[config.mk]
export PLATFORM = sky130hd
export DESIGN_NAME = strided_split
export DESIGN_NICKNAME = d
export VERILOG_FILES = /design/src/rtl/strided_split_pkg.sv /design/src/rtl/strided_split_ctrl.sv /design/src/rtl/strided_split.sv
export SDC_FILE = /design/constraint.sdc
export NUM_CORES = 1
export LEC_CHECK = 0
export CAP_MARGIN = 0
export CELL_PAD_IN_SITES_DETAIL_PLACEMENT = 1
export CELL_PAD_IN_SITES_GLOBAL_PLACEMENT = 1
export CORE_AREA = 2 2 217 219
export CTS_CLUSTER_SIZE = 24
export DETAILED_ROUTE_END_ITERATION = 16
export DIE_AREA = 0 0 219 221
export DONT_BUFFER_PORTS = 1
export PLACE_DENSITY = 0.74
export SLEW_MARGIN = 0
export SYNTH_ARGS = -nofsm -noshare
export SYNTH_HDL_FRONTEND = slang
export SYNTH_SLANG_ARGS = --single-unit
[constraint.sdc]
create_clock -name clk -period 3.4 [get_ports clk]
set_input_delay 0.51 -clock clk [delete_from_list [all_inputs] [get_ports clk]]
set_output_delay 0.51 -clock clk [all_outputs]
set_load 0.01 [all_outputs]
[src/rtl/strided_split_pkg.sv]
// Shared types and constants for the strided split stage.
package strided_split_pkg;

    localparam int unsigned N_LANES = 16;
    localparam int unsigned SEL_W   = 4;

    // Controller state encoding
    typedef logic [1:0] state_t;
    localparam state_t ST_IDLE   = 2'd0;
    localparam state_t ST_DELAY  = 2'd1;
    localparam state_t ST_ACTIVE = 2'd2;

    // One-hot decode of a lane index
    function automatic logic [N_LANES-1:0] lane_onehot(input logic [SEL_W-1:0] s);
        logic [N_LANES-1:0] v;
        v    = '0;
        v[s] = 1'b1;
        return v;
    endfunction

endpackage

[src/rtl/strided_split_ctrl.sv]
// Sequencing for strided_split: start delay, per-lane sample count and lane select.
// Optional STRIDED_SPLIT_VALID_EN adds a one-cycle per-lane completion pulse.
module strided_split_ctrl
    import strided_split_pkg::*;
#(
    parameter int unsigned DELAY_W = 7
) (
    input  logic               clk,
    input  logic               rst,
    input  logic               run,
    input  logic               running,
    input  logic [DELAY_W-1:0] stride,
    input  logic [DELAY_W-1:0] delay0,
    output logic               wr_en,
    output logic [SEL_W-1:0]   sel
`ifdef STRIDED_SPLIT_VALID_EN
    ,
    output logic [N_LANES-1:0] valid
`endif
);

    state_t             state_q, state_d;
    logic [DELAY_W-1:0] dcnt_q, dcnt_d;
    logic [DELAY_W-1:0] cnt_q, cnt_d;
    logic [DELAY_W-1:0] stride_q, stride_d;
    logic [SEL_W-1:0]   sel_q, sel_d;
`ifdef STRIDED_SPLIT_VALID_EN
    logic [N_LANES-1:0] valid_q, valid_d;
`endif

    // Next-state logic: run restarts from any state, running=0 freezes everything
    always_comb begin
        state_d  = state_q;
        dcnt_d   = dcnt_q;
        cnt_d    = cnt_q;
        stride_d = stride_q;
        sel_d    = sel_q;
        wr_en    = 1'b0;
`ifdef STRIDED_SPLIT_VALID_EN
        valid_d  = '0;
`endif
        if (run) begin
            stride_d = stride;
            dcnt_d   = delay0;
            cnt_d    = '0;
            sel_d    = '0;
            state_d  = (delay0 != '0) ? ST_DELAY : ST_ACTIVE;
        end else if (running) begin
            case (state_q)
                ST_DELAY: begin
                    dcnt_d = dcnt_q - DELAY_W'(1);
                    if (dcnt_q == DELAY_W'(1)) begin
                        state_d = ST_ACTIVE;
                    end
                end
                ST_ACTIVE: begin
                    wr_en = 1'b1;
                    if (cnt_q == stride_q) begin
                        cnt_d = '0;
                        sel_d = sel_q + SEL_W'(1);
`ifdef STRIDED_SPLIT_VALID_EN
                        valid_d = lane_onehot(sel_q);
`endif
                    end else begin
                        cnt_d = cnt_q + DELAY_W'(1);
                    end
                end
                default: ;
            endcase
        end
    end

    // State registers with synchronous reset
    always_ff @(posedge clk) begin
        if (rst) begin
            state_q  <= ST_IDLE;
            dcnt_q   <= '0;
            cnt_q    <= '0;
            stride_q <= '0;
            sel_q    <= '0;
        end else begin
            state_q  <= state_d;
            dcnt_q   <= dcnt_d;
            cnt_q    <= cnt_d;
            stride_q <= stride_d;
            sel_q    <= sel_d;
        end
    end

`ifdef STRIDED_SPLIT_VALID_EN
    // Completion pulse register; lasts one cycle, cleared by run
    always_ff @(posedge clk) begin
        if (rst) begin
            valid_q <= '0;
        end else begin
            valid_q <= valid_d;
        end
    end

    assign valid = valid_q;
`endif

    assign sel = sel_q;

endmodule

[src/rtl/strided_split.sv]
// Distributes one input stream over 16 registered lanes, stride+1 samples per lane.
// Optional STRIDED_SPLIT_VALID_EN adds the per-lane valid pulse output.
module strided_split
    import strided_split_pkg::*;
#(
    parameter int unsigned DELAY_W = 7,
    parameter int unsigned DATA_W  = 32
) (
    input  logic               clk,
    input  logic               rst,
    input  logic               run,
    input  logic               running,
    input  logic [DATA_W-1:0]  in0,
    input  logic [DELAY_W-1:0] stride,
    input  logic [DELAY_W-1:0] delay0,
    output logic [DATA_W-1:0]  out0,
    output logic [DATA_W-1:0]  out1,
    output logic [DATA_W-1:0]  out2,
    output logic [DATA_W-1:0]  out3,
    output logic [DATA_W-1:0]  out4,
    output logic [DATA_W-1:0]  out5,
    output logic [DATA_W-1:0]  out6,
    output logic [DATA_W-1:0]  out7,
    output logic [DATA_W-1:0]  out8,
    output logic [DATA_W-1:0]  out9,
    output logic [DATA_W-1:0]  out10,
    output logic [DATA_W-1:0]  out11,
    output logic [DATA_W-1:0]  out12,
    output logic [DATA_W-1:0]  out13,
    output logic [DATA_W-1:0]  out14,
    output logic [DATA_W-1:0]  out15
`ifdef STRIDED_SPLIT_VALID_EN
    ,
    output logic [N_LANES-1:0] valid
`endif
);

    logic               wr_en;
    logic [SEL_W-1:0]   sel;
    logic [N_LANES-1:0] lane_we;
    logic [DATA_W-1:0]  lane_q [N_LANES];

    strided_split_ctrl #(
        .DELAY_W (DELAY_W)
    ) u_ctrl (
        .clk     (clk),
        .rst     (rst),
        .run     (run),
        .running (running),
        .stride  (stride),
        .delay0  (delay0),
        .wr_en   (wr_en),
        .sel     (sel)
`ifdef STRIDED_SPLIT_VALID_EN
        ,
        .valid   (valid)
`endif
    );

    // Write decode: at most one lane enabled per cycle
    always_comb begin
        lane_we = wr_en ? lane_onehot(sel) : '0;
    end

    // Lane registers hold their value until the selector returns to them
    always_ff @(posedge clk) begin
        if (rst) begin
            for (int k = 0; k < N_LANES; k++) begin
                lane_q[k] <= '0;
            end
        end else begin
            for (int k = 0; k < N_LANES; k++) begin
                if (lane_we[k]) begin
                    lane_q[k] <= in0;
                end
            end
        end
    end

    assign out0  = lane_q[0];
    assign out1  = lane_q[1];
    assign out2  = lane_q[2];
    assign out3  = lane_q[3];
    assign out4  = lane_q[4];
    assign out5  = lane_q[5];
    assign out6  = lane_q[6];
    assign out7  = lane_q[7];
    assign out8  = lane_q[8];
    assign out9  = lane_q[9];
    assign out10 = lane_q[10];
    assign out11 = lane_q[11];
    assign out12 = lane_q[12];
    assign out13 = lane_q[13];
    assign out14 = lane_q[14];
    assign out15 = lane_q[15];

endmodule
==> impl_metrics.json, run 1 <==
{
  "status": "finished clean",
  "place_area_sq_um": 19600,
  "grt_first_pass_wirelength_um": 80100,
  "die_height_um": 221,
  "port_buffers": 0,
  "synth-edff-count": 512,
  "holdCritStartpoint": "run",
  "endpoint_kind": "flip-flop",
  "yosysWarnings": 0,
  "rr_startpoint": "u_ctrl.state_q[1]",
  "cpMaxStageDelayCell": "dfxtp_1",
  "post_cts_buffers": 0,
  "pin_count": 562,
  "final_nets": 1234,
  "crit_type": "reg2reg",
  "cts_root_buf": "clkbuf_16",
  "stdcell_area_sq_um": 21500,
  "p_leak_nw": 7.55,
  "rrSetupSlack_ns": 0.92,
  "finalWirelength_um": 58500,
  "netlist.top_cell.by_area": "edfxtp_1",
  "gp_congestion": 0.860,
  "rsz0062_at_grt": "no",
  "antenna_left": 0,
  "r2r-end": "lane_q[1][24]",
  "placementRows": 79,
  "worst_pin_slew_ns": 0.927,
  "die_w_um": 219,
  "path_common_cell": "buf_4",
  "fin_cells": 1827,
  "finalMaxSlewViolations": 0,
  "startpoint": "u_ctrl.state_q[1]",
  "clock-skew-final_ns": 0.0128,
  "h-tree-depth": 2,
  "cts_made_buffers": 53,
  "peakVddDrop_mv": 0.664,
  "placedCellCount": 1728,
  "antenna_found_initial": 1,
  "power_density_nw_per_um2": 677,
  "max_stage_delay_ns": 0.44,
  "first_pass_iters": 5,
  "fmax_mhz": 403,
  "cts.path.max_buffers": 3,
  "slew_headroom": 0.382,
  "synthFlopType": "edfxtp_1",
  "critPathBufInv": 2,
  "routed_via_density": 5.40,
  "die_area_sq_um": 48400,
  "crit_path_max_fanout": 21,
  "initial_utilization": 0.406,
  "drtIter0Drc": 794,
  "vias": 9872,
  "post-dp-hpwl_um": 40700,
  "r2r_cells": 6,
  "synth_area_sq_um": 18700,
  "drc": 0,
  "clk-insertion-delay-late_ns": 0.59,
  "fin_worst_hold_slack_ns": 0.0663,
  "cts_tree": "yes",
  "ys_top_cells_by_count": "512 x edfxtp_1, 343 x nor2_1, 72 x clkbuf_1",
  "finalCritPeriodShare": 0.729,
  "synth_top_area_frac": 0.822,
  "overflow": 0,
  "nFillCells": 4442,
  "setup-tns-final_ns": 0,
  "syn-instance-count": 1148,
  "wire_per_inst_um": 32.0,
  "netlist_top_cells_area": "edfxtp_1 82%, nor2_1 6.9%, dfxtp_1 2.9%, clkbuf_1 1.4%, nand2b_1 1.4%",
  "whs_endpoint": "u_ctrl.dcnt_q[0]",
  "hold_viol": 0,
  "design.core.area_sq_um": 46100,
  "grt_max_degree": 52,
  "grt.total_usage": 0.237,
  "path_cells": "nor4bb_2, buf_4, and2_1, nand2_1, nand2b_2, buf_4",
  "synth.most_common_cell": "edfxtp_1",
  "clk_pin_slew_ns": 0.06,
  "synthArstFlopShare": 0,
  "finalSetupViolCount": 0,
  "cp.arrival_ns": 2.74,
  "fin_total_pwr_w": 0.0145,
  "ys_seq_area_frac": 0.851,
  "cp.required_ns": 3.66,
  "start_kind": "flip-flop",
  "syn_to_final_growth_pct": 14.7,
  "holdCritPathClass": "in2reg",
  "crit_family": "simple AND/OR/NAND/NOR gates",
  "whs_path_depth": 2,
  "ys_seq_elements": 539,
  "finalCriticalPeriod_ns": 2.48,
  "grt_pass1_vias": 9972,
  "syn_nets": 1205,
  "layout-drive-gt1-share": 0.130,
  "drv_cap": 0,
  "synth_area_per_cell_sq_um": 16.3,
  "synth_cell_types": 38,
  "clock-sinks": 539
}
-- layout by cell type, fill, tap and decap left out, types with 5 or more instances in the layout --
cell type	n
nand2b_2	10
nand2_1	10
nand2b_1	33
ha_1	7
clkbuf_16	55
a21oi_1	8
inv_1	40
mux2i_1	8
buf_4	45
xnor2_1	11
dfxtp_1	27
nor2_1	343
edfxtp_1	512
clkinv_2	10
a211oi_1	5
bufinv_16	6
nand3_1	6
clkbuf_1	11
xor2_1	8
-- report_power, final --
| part | leakage, nW | total (W) | internal, W | switching, W |
|---|---|---|---|---|
| Clock | 0.874 | 0.00604 | 0.00350 | 0.00254 |
| Combinational | 1.35 | 0.000431 | 0.0000817 | 0.000349 |
| Sequential | 5.33 | 0.00805 | 0.00764 | 0.000408 |
| Total | 7.55 | 0.0145 | 0.0112 | 0.00330 |
-- layer usage --
| layer | GRT usage | vias to the layer above | routed length (um) |
|---|---|---|---|
| li1 | - | 4065 | - |
| met1 | 0.293 | 5106 | 22200 |
| met2 | 0.392 | 586 | 28800 |
| met3 | 0.0730 | 115 | 5220 |
| met4 | 0.0850 | 0 | 2210 |
| met5 | 0 | - | 0 |
-- final cells by class --
class | count | area (sq um) | share of cell area
antenna | 1 | 2.50 | 0.000117
multi-input combinational | 494 | 2420 | 0.113
sequential | 539 | 15900 | 0.742
inverter | 40 | 150 | 0.00700
tap | 607 | 759 | 0.0354
clock inverter | 28 | 333 | 0.0155
clock buffer | 69 | 1460 | 0.0680
timing repair buffer | 49 | 408 | 0.0190
-- cell families after synthesis --
kind of cell               share of synthesized area
DFF                                            0.851
muxes                                        0.00428
xor gates and xnor gates                     0.00889
adders and majority gates                    0.00468
AOI/OAI and AO/OA                             0.0102
and+or+nand+nor                               0.0981
buffers and inverters                         0.0232
-- worst reg2reg max path, cell delays in order (launching register included) --
cell,delay (ns)
dfxtp_1,0.44
nor4bb_2,0.39
buf_4,0.27
and2_1,0.23
nand2_1,0.14
nand2b_2,0.30
buf_4,0.36
-- worst max path at each step --
stage	end	slack, ns	depth (start not counted)
after floorplan	lane_q[0][0]	0.97	5
after global placement	lane_q[1][30]	0.80	6
after detailed placement	lane_q[1][20]	0.80	6
after CTS	lane_q[1][28]	0.88	6
after global routing	lane_q[1][25]	0.73	6
final	lane_q[1][24]	0.92	6
-- metrics by stage --
stage / worst slack, ns / util
finish: 0.920 / 0.466
CTS: 0.878 / 0.466
detailed placement: 0.798 / 0.427
global route: 0.729 / 0.466
floorplan: 0.969 / -
global placement: 0.799 / 0.427
-- registers in the layout, indices dropped and copies added (netlist names) --
signal,cells
lane_q,512
u_ctrl.cnt_q,7
u_ctrl.dcnt_q,7
u_ctrl.stride_q,7
u_ctrl.sel,4
u_ctrl.state_q,2
-- timing repair --
action | CTS | global route
hold endpoints to repair | 15 | 0
gates resized for setup | 0 | 0
setup endpoints to repair | 0 | 0
hold buffers | 1 | 0
(Power assumes the default switching activity.)
==> inputs of run 2 (changes only) <==
--- a/config.mk
+++ b/config.mk
@@ -8,12 +8,12 @@
 export CAP_MARGIN = 0
 export CELL_PAD_IN_SITES_DETAIL_PLACEMENT = 1
 export CELL_PAD_IN_SITES_GLOBAL_PLACEMENT = 1
-export CORE_AREA = 2 2 217 219
+export CORE_AREA = 2 2 219 221
 export CTS_CLUSTER_SIZE = 24
 export DETAILED_ROUTE_END_ITERATION = 16
-export DIE_AREA = 0 0 219 221
+export DIE_AREA = 0 0 221 223
 export DONT_BUFFER_PORTS = 1
-export PLACE_DENSITY = 0.74
+export PLACE_DENSITY = 0.73
 export SLEW_MARGIN = 0
 export SYNTH_ARGS = -nofsm -noshare
 export SYNTH_HDL_FRONTEND = slang
==> constraint.sdc (replaced) <==
create_clock -name clk -period 2.4 [get_ports clk]
set_input_delay 0.36 -clock clk [delete_from_list [all_inputs] [get_ports clk]]
set_output_delay 0.36 -clock clk [all_outputs]
set_load 0.01 [all_outputs]
==> impl_metrics.json, run 2 (synthesis results as in run 1) <==
{
  "grt_first_pass_wirelength_um": 80400,
  "holdCritStartpoint": "delay0[4]",
  "power_density_nw_per_um2": 925,
  "rr_startpoint": "u_ctrl.state_q[1]",
  "syn_to_final_growth_pct": 16.6,
  "setup-tns-final_ns": 0,
  "whs_endpoint": "u_ctrl.state_q[0]",
  "die_area_sq_um": 49300,
  "cp.arrival_ns": 2.37,
  "antenna_found_initial": 2,
  "fmax_mhz": 482,
  "whs_path_depth": 2,
  "crit_type": "reg2reg",
  "place_area_sq_um": 19900,
  "die_w_um": 221,
  "grt_pass1_vias": 10200,
  "peakVddDrop_mv": 0.592,
  "status": "finished clean",
  "cts_root_buf": "clkbuf_16",
  "finalMaxSlewViolations": 0,
  "drtIter0Drc": 896,
  "final_nets": 1269,
  "design.core.area_sq_um": 47100,
  "largest_reg_flops": 512,
  "slew_headroom": 0.501,
  "vias": 9997,
  "clk_pin_slew_ns": 0.06,
  "r2r-end": "lane_q[0][222]",
  "cp.required_ns": 2.70,
  "routed_via_density": 5.34,
  "port_buffers": 0,
  "finalSetupViolCount": 0,
  "hold_viol": 0,
  "stdcell_area_sq_um": 21800,
  "pin_count": 562,
  "placedCellCount": 1749,
  "layout-drive-gt1-share": 0.130,
  "drc": 0,
  "rsz0062_at_grt": "no",
  "cts_resized": 0,
  "final_cell_mix": "512 x edfxtp_1, 343 x nor2_1, 54 x clkbuf_16",
  "finalWirelength_um": 58300,
  "rrSetupSlack_ns": 0.33,
  "h-tree-depth": 2,
  "gp_congestion": 0.804,
  "clock-sinks": 539,
  "worst_pin_slew_ns": 0.749,
  "p_leak_nw": 7.69,
  "wire_per_inst_um": 31.2,
  "largest-register": "lane_q",
  "preCtsSetupSlack_ns": 0.317,
  "placementRows": 80,
  "clk-insertion-delay-late_ns": 0.59,
  "cts_made_buffers": 53,
  "setup_ws_ns": 0.326,
  "endpoint_kind": "flip-flop",
  "overflow": 0,
  "initial_utilization": 0.397,
  "fin_cells": 1871,
  "start_kind": "flip-flop",
  "cts.path.max_buffers": 3,
  "finalCriticalPeriod_ns": 2.07,
  "first_pass_iters": 5,
  "clock-skew-final_ns": 0.0138,
  "nFillCells": 4469,
  "cts_tree": "yes",
  "antenna_left": 0,
  "post_cts_buffers": 0,
  "drv_cap": 0,
  "die_height_um": 223,
  "finalCritPeriodShare": 0.864,
  "grt.total_usage": 0.229,
  "grt_max_degree": 50,
  "cts_hold_buf": 23,
  "r2r_cells": 5,
  "final_common_cell": "edfxtp_1",
  "crit_path_max_fanout": 15,
  "holdCritPathClass": "in2reg",
  "post-dp-hpwl_um": 40700
}
-- run 2: worst max-delay path by stage --
stage                 startpoint              to  slack [ns]  cells past startpoint
2_1_floorplan  u_ctrl.state_q[1]    lane_q[0][0]        0.11                      5
3_3_place_gp   u_ctrl.state_q[1]  lane_q[0][211]        0.33                      5
3_5_place_dp   u_ctrl.state_q[1]  lane_q[0][208]        0.32                      5
4_1_cts        u_ctrl.state_q[1]  lane_q[0][217]        0.28                      5
5_1_grt        u_ctrl.state_q[1]  lane_q[0][211]        0.18                      5
6_report       u_ctrl.state_q[1]  lane_q[0][222]        0.33                      5
-- run 2: layout make-up --
| class | count | area (sq um) | share of cell area |
|---|---|---|---|
| Multi-Input combinational cell | 494 | 2420 | 0.111 |
| Timing Repair Buffer | 84 | 876 | 0.0401 |
| Sequential cell | 539 | 15900 | 0.729 |
| Antenna cell | 1 | 2.50 | 0.000115 |
| Inverter | 40 | 150 | 0.00688 |
| Clock inverter | 33 | 294 | 0.0135 |
| Tap cell | 615 | 769 | 0.0353 |
| Clock buffer | 65 | 1390 | 0.0638 |
-- run 2: through the flow --
step / total power (W) / util / hold slack [ns]
2_1_floorplan: 0.0117 / - / 0.478
3_3_place_gp: 0.0122 / 0.422 / 0.436
3_5_place_dp: 0.0123 / 0.422 / 0.440
4_1_cts: 0.0203 / 0.463 / 0.0299
5_1_grt: 0.0207 / 0.463 / 0.0431
6_report: 0.0202 / 0.463 / 0.0622
-- run 2: critical path, cell delays in order (launching register included) --
cell and delay, ns:
dfxtp_1 0.45, nor4bb_2 0.47, buf_4 0.27, nand3_2 0.10, nand2b_2 0.28, buf_12 0.20
-- run 2: layer usage --
layer | global-route usage | wire (um) | vias to the layer above
met4 | 0.0719 | 1800 | 2
li1 | - | - | 4145
met5 | 0 | 16 | -
met2 | 0.381 | 28700 | 568
met1 | 0.291 | 22900 | 5186
met3 | 0.0655 | 4950 | 96
-- run 2: where the power goes --
group | leakage (nW) | switching (W) | internal (W) | total, W
Sequential | 5.33 | 0.000563 | 0.0108 | 0.0114
Combinational | 1.55 | 0.000515 | 0.000185 | 0.000700
Clock | 0.822 | 0.00351 | 0.00458 | 0.00809
==> inputs of run 3 (changes only) <==
--- a/config.mk
+++ b/config.mk
@@ -13,6 +13,7 @@
 export DETAILED_ROUTE_END_ITERATION = 16
 export DIE_AREA = 0 0 221 223
 export DONT_BUFFER_PORTS = 1
+export MAX_ROUTING_LAYER = met4
 export PLACE_DENSITY = 0.73
 export SLEW_MARGIN = 0
 export SYNTH_ARGS = -nofsm -noshare
==> impl_metrics.json, run 3 (synthesis results as in run 1) <==
{
  "start_kind": "flip-flop",
  "finalSetupViolCount": 0,
  "post-dp-hpwl_um": 40700,
  "power_density_nw_per_um2": 924,
  "place_area_sq_um": 19900,
  "startpoint": "u_ctrl.state_q[1]",
  "r2r_cells": 5,
  "rrSetupSlack_ns": 0.34,
  "cts_root_buf": "clkbuf_16",
  "antenna_left": 0,
  "critPathBufInv": 2,
  "status": "finished clean",
  "largest-register": "lane_q",
  "pin_count": 562,
  "p_leak_nw": 7.69,
  "grt_pass1_vias": 10200,
  "cts_resized": 0,
  "finalCritPeriodShare": 0.860,
  "clock-sinks": 539,
  "die_area_sq_um": 49300,
  "crit_family": "simple AND/OR/NAND/NOR gates",
  "h-tree-depth": 2,
  "vias": 9991,
  "cp.arrival_ns": 2.36,
  "drc": 0,
  "finalMaxSlewViolations": 0,
  "syn_to_final_growth_pct": 16.7,
  "die_w_um": 221,
  "hold_viol": 0,
  "cts_made_buffers": 53,
  "largest_reg_flops": 512,
  "slew_headroom": 0.491,
  "rsz0062_at_grt": "no",
  "preCtsSetupSlack_ns": 0.317,
  "cp_num_cells": 5,
  "cp.required_ns": 2.70,
  "initial_utilization": 0.397,
  "peakVddDrop_mv": 0.592,
  "cpMaxStageDelayCell": "dfxtp_1",
  "seq_area_sq_um": 15900,
  "setup_ws_ns": 0.336,
  "crit_path_max_fanout": 15,
  "wire_per_inst_um": 31.2,
  "final_cell_mix": "512 x edfxtp_1, 343 x nor2_1, 54 x clkbuf_16",
  "max_stage_delay_ns": 0.45,
  "final_common_cell": "edfxtp_1",
  "finalWirelength_um": 58300,
  "endpoint": "lane_q[0][208]",
  "port_buffers": 0,
  "clock-skew-final_ns": 0.0147,
  "nFillCells": 4470,
  "clk_pin_slew_ns": 0.06,
  "rr_startpoint": "u_ctrl.state_q[1]",
  "first_pass_iters": 5,
  "grt_first_pass_wirelength_um": 80400,
  "fmax_mhz": 484,
  "cts_tree": "yes",
  "clk-insertion-delay-late_ns": 0.59,
  "die_height_um": 223,
  "finalCriticalPeriod_ns": 2.06,
  "routed_via_density": 5.34,
  "drtIter0Drc": 953,
  "drv_cap": 0,
  "overflow": 0,
  "placementRows": 80,
  "holdCritPathClass": "in2reg",
  "path_cells": "nor4bb_2, buf_4, nand3_2, nand2b_2, buf_12",
  "endpoint_kind": "flip-flop",
  "design.core.area_sq_um": 47100,
  "worst_pin_slew_ns": 0.764,
  "gp_congestion": 0.816,
  "crit_type": "reg2reg",
  "grt_max_degree": 50,
  "r2r-end": "lane_q[0][208]",
  "stdcell_area_sq_um": 21800,
  "layout-drive-gt1-share": 0.130,
  "cts.path.max_buffers": 3,
  "antenna_found_initial": 2,
  "setup-tns-final_ns": 0,
  "multi_input_area_sq_um": 2420,
  "final_nets": 1269,
  "grt.total_usage": 0.236
}
-- run 3: worst min path at each step --
| stage | from | endpoint | slack (ns) | cells past startpoint |
|---|---|---|---|---|
| final | delay0[4] | u_ctrl.state_q[0] | 0.06 | 2 |
| after global routing | rst | lane_q[1][250] | 0.04 | 1 |
| after CTS | rst | lane_q[1][190] | 0.03 | 1 |
| after detailed placement | rst | u_ctrl.dcnt_q[1] | 0.44 | 1 |
| after global placement | rst | u_ctrl.dcnt_q[1] | 0.44 | 1 |
| after floorplan | u_ctrl.state_q[0] | u_ctrl.state_q[0] | 0.48 | 2 |
-- run 3: worst register-to-register path, delay by kind of cell, from the launching register on --
family	cells	cell delay, ns
buffers and inverters	2	0.47
flip-flops	1	0.45
AND/OR/NAND/NOR	3	0.84
-- run 3: metal layers --
layer / track usage / wire, um
met1: 0.295 / 22700
met2: 0.383 / 29000
met3: 0.0598 / 4840
met4: 0.0686 / 1770
met5: - / 0
-- run 3: power breakdown --
part / total, W / leakage, nW / internal [W] / switching (W)
Combinational: 0.000698 / 1.55 / 0.000185 / 0.000513
Clock: 0.00809 / 0.822 / 0.00458 / 0.00351
Sequential: 0.0114 / 5.33 / 0.0108 / 0.000562
-- run 3: stage by stage --
step | hold WS (ns) | total power (W) | cells | utilization
5_1_grt | 0.0443 | 0.0207 | 1871 | 0.463
3_3_place_gp | 0.436 | 0.0122 | 1749 | 0.422
3_5_place_dp | 0.440 | 0.0123 | 1749 | 0.422
2_1_floorplan | 0.478 | 0.0117 | 1148 | -
6_report | 0.0611 | 0.0202 | 1872 | 0.463
4_1_cts | 0.0299 | 0.0203 | 1870 | 0.463
-- run 3: cell type report --
| class | instances | area share |
|---|---|---|
| Antenna cell | 2 | 0.000229 |
| Clock buffer | 65 | 0.0638 |
| Clock inverter | 33 | 0.0135 |
| Inverter | 40 | 0.00688 |
| Multi-Input combinational cell | 494 | 0.111 |
| Sequential cell | 539 | 0.729 |
| Tap cell | 615 | 0.0353 |
| Timing Repair Buffer | 84 | 0.0401 |
-- run 3: what timing repair did --
item,4_1_cts,5_1_grt
endpoints found under the hold margin,20,0
setup buffers,0,0
hold buffers,23,0
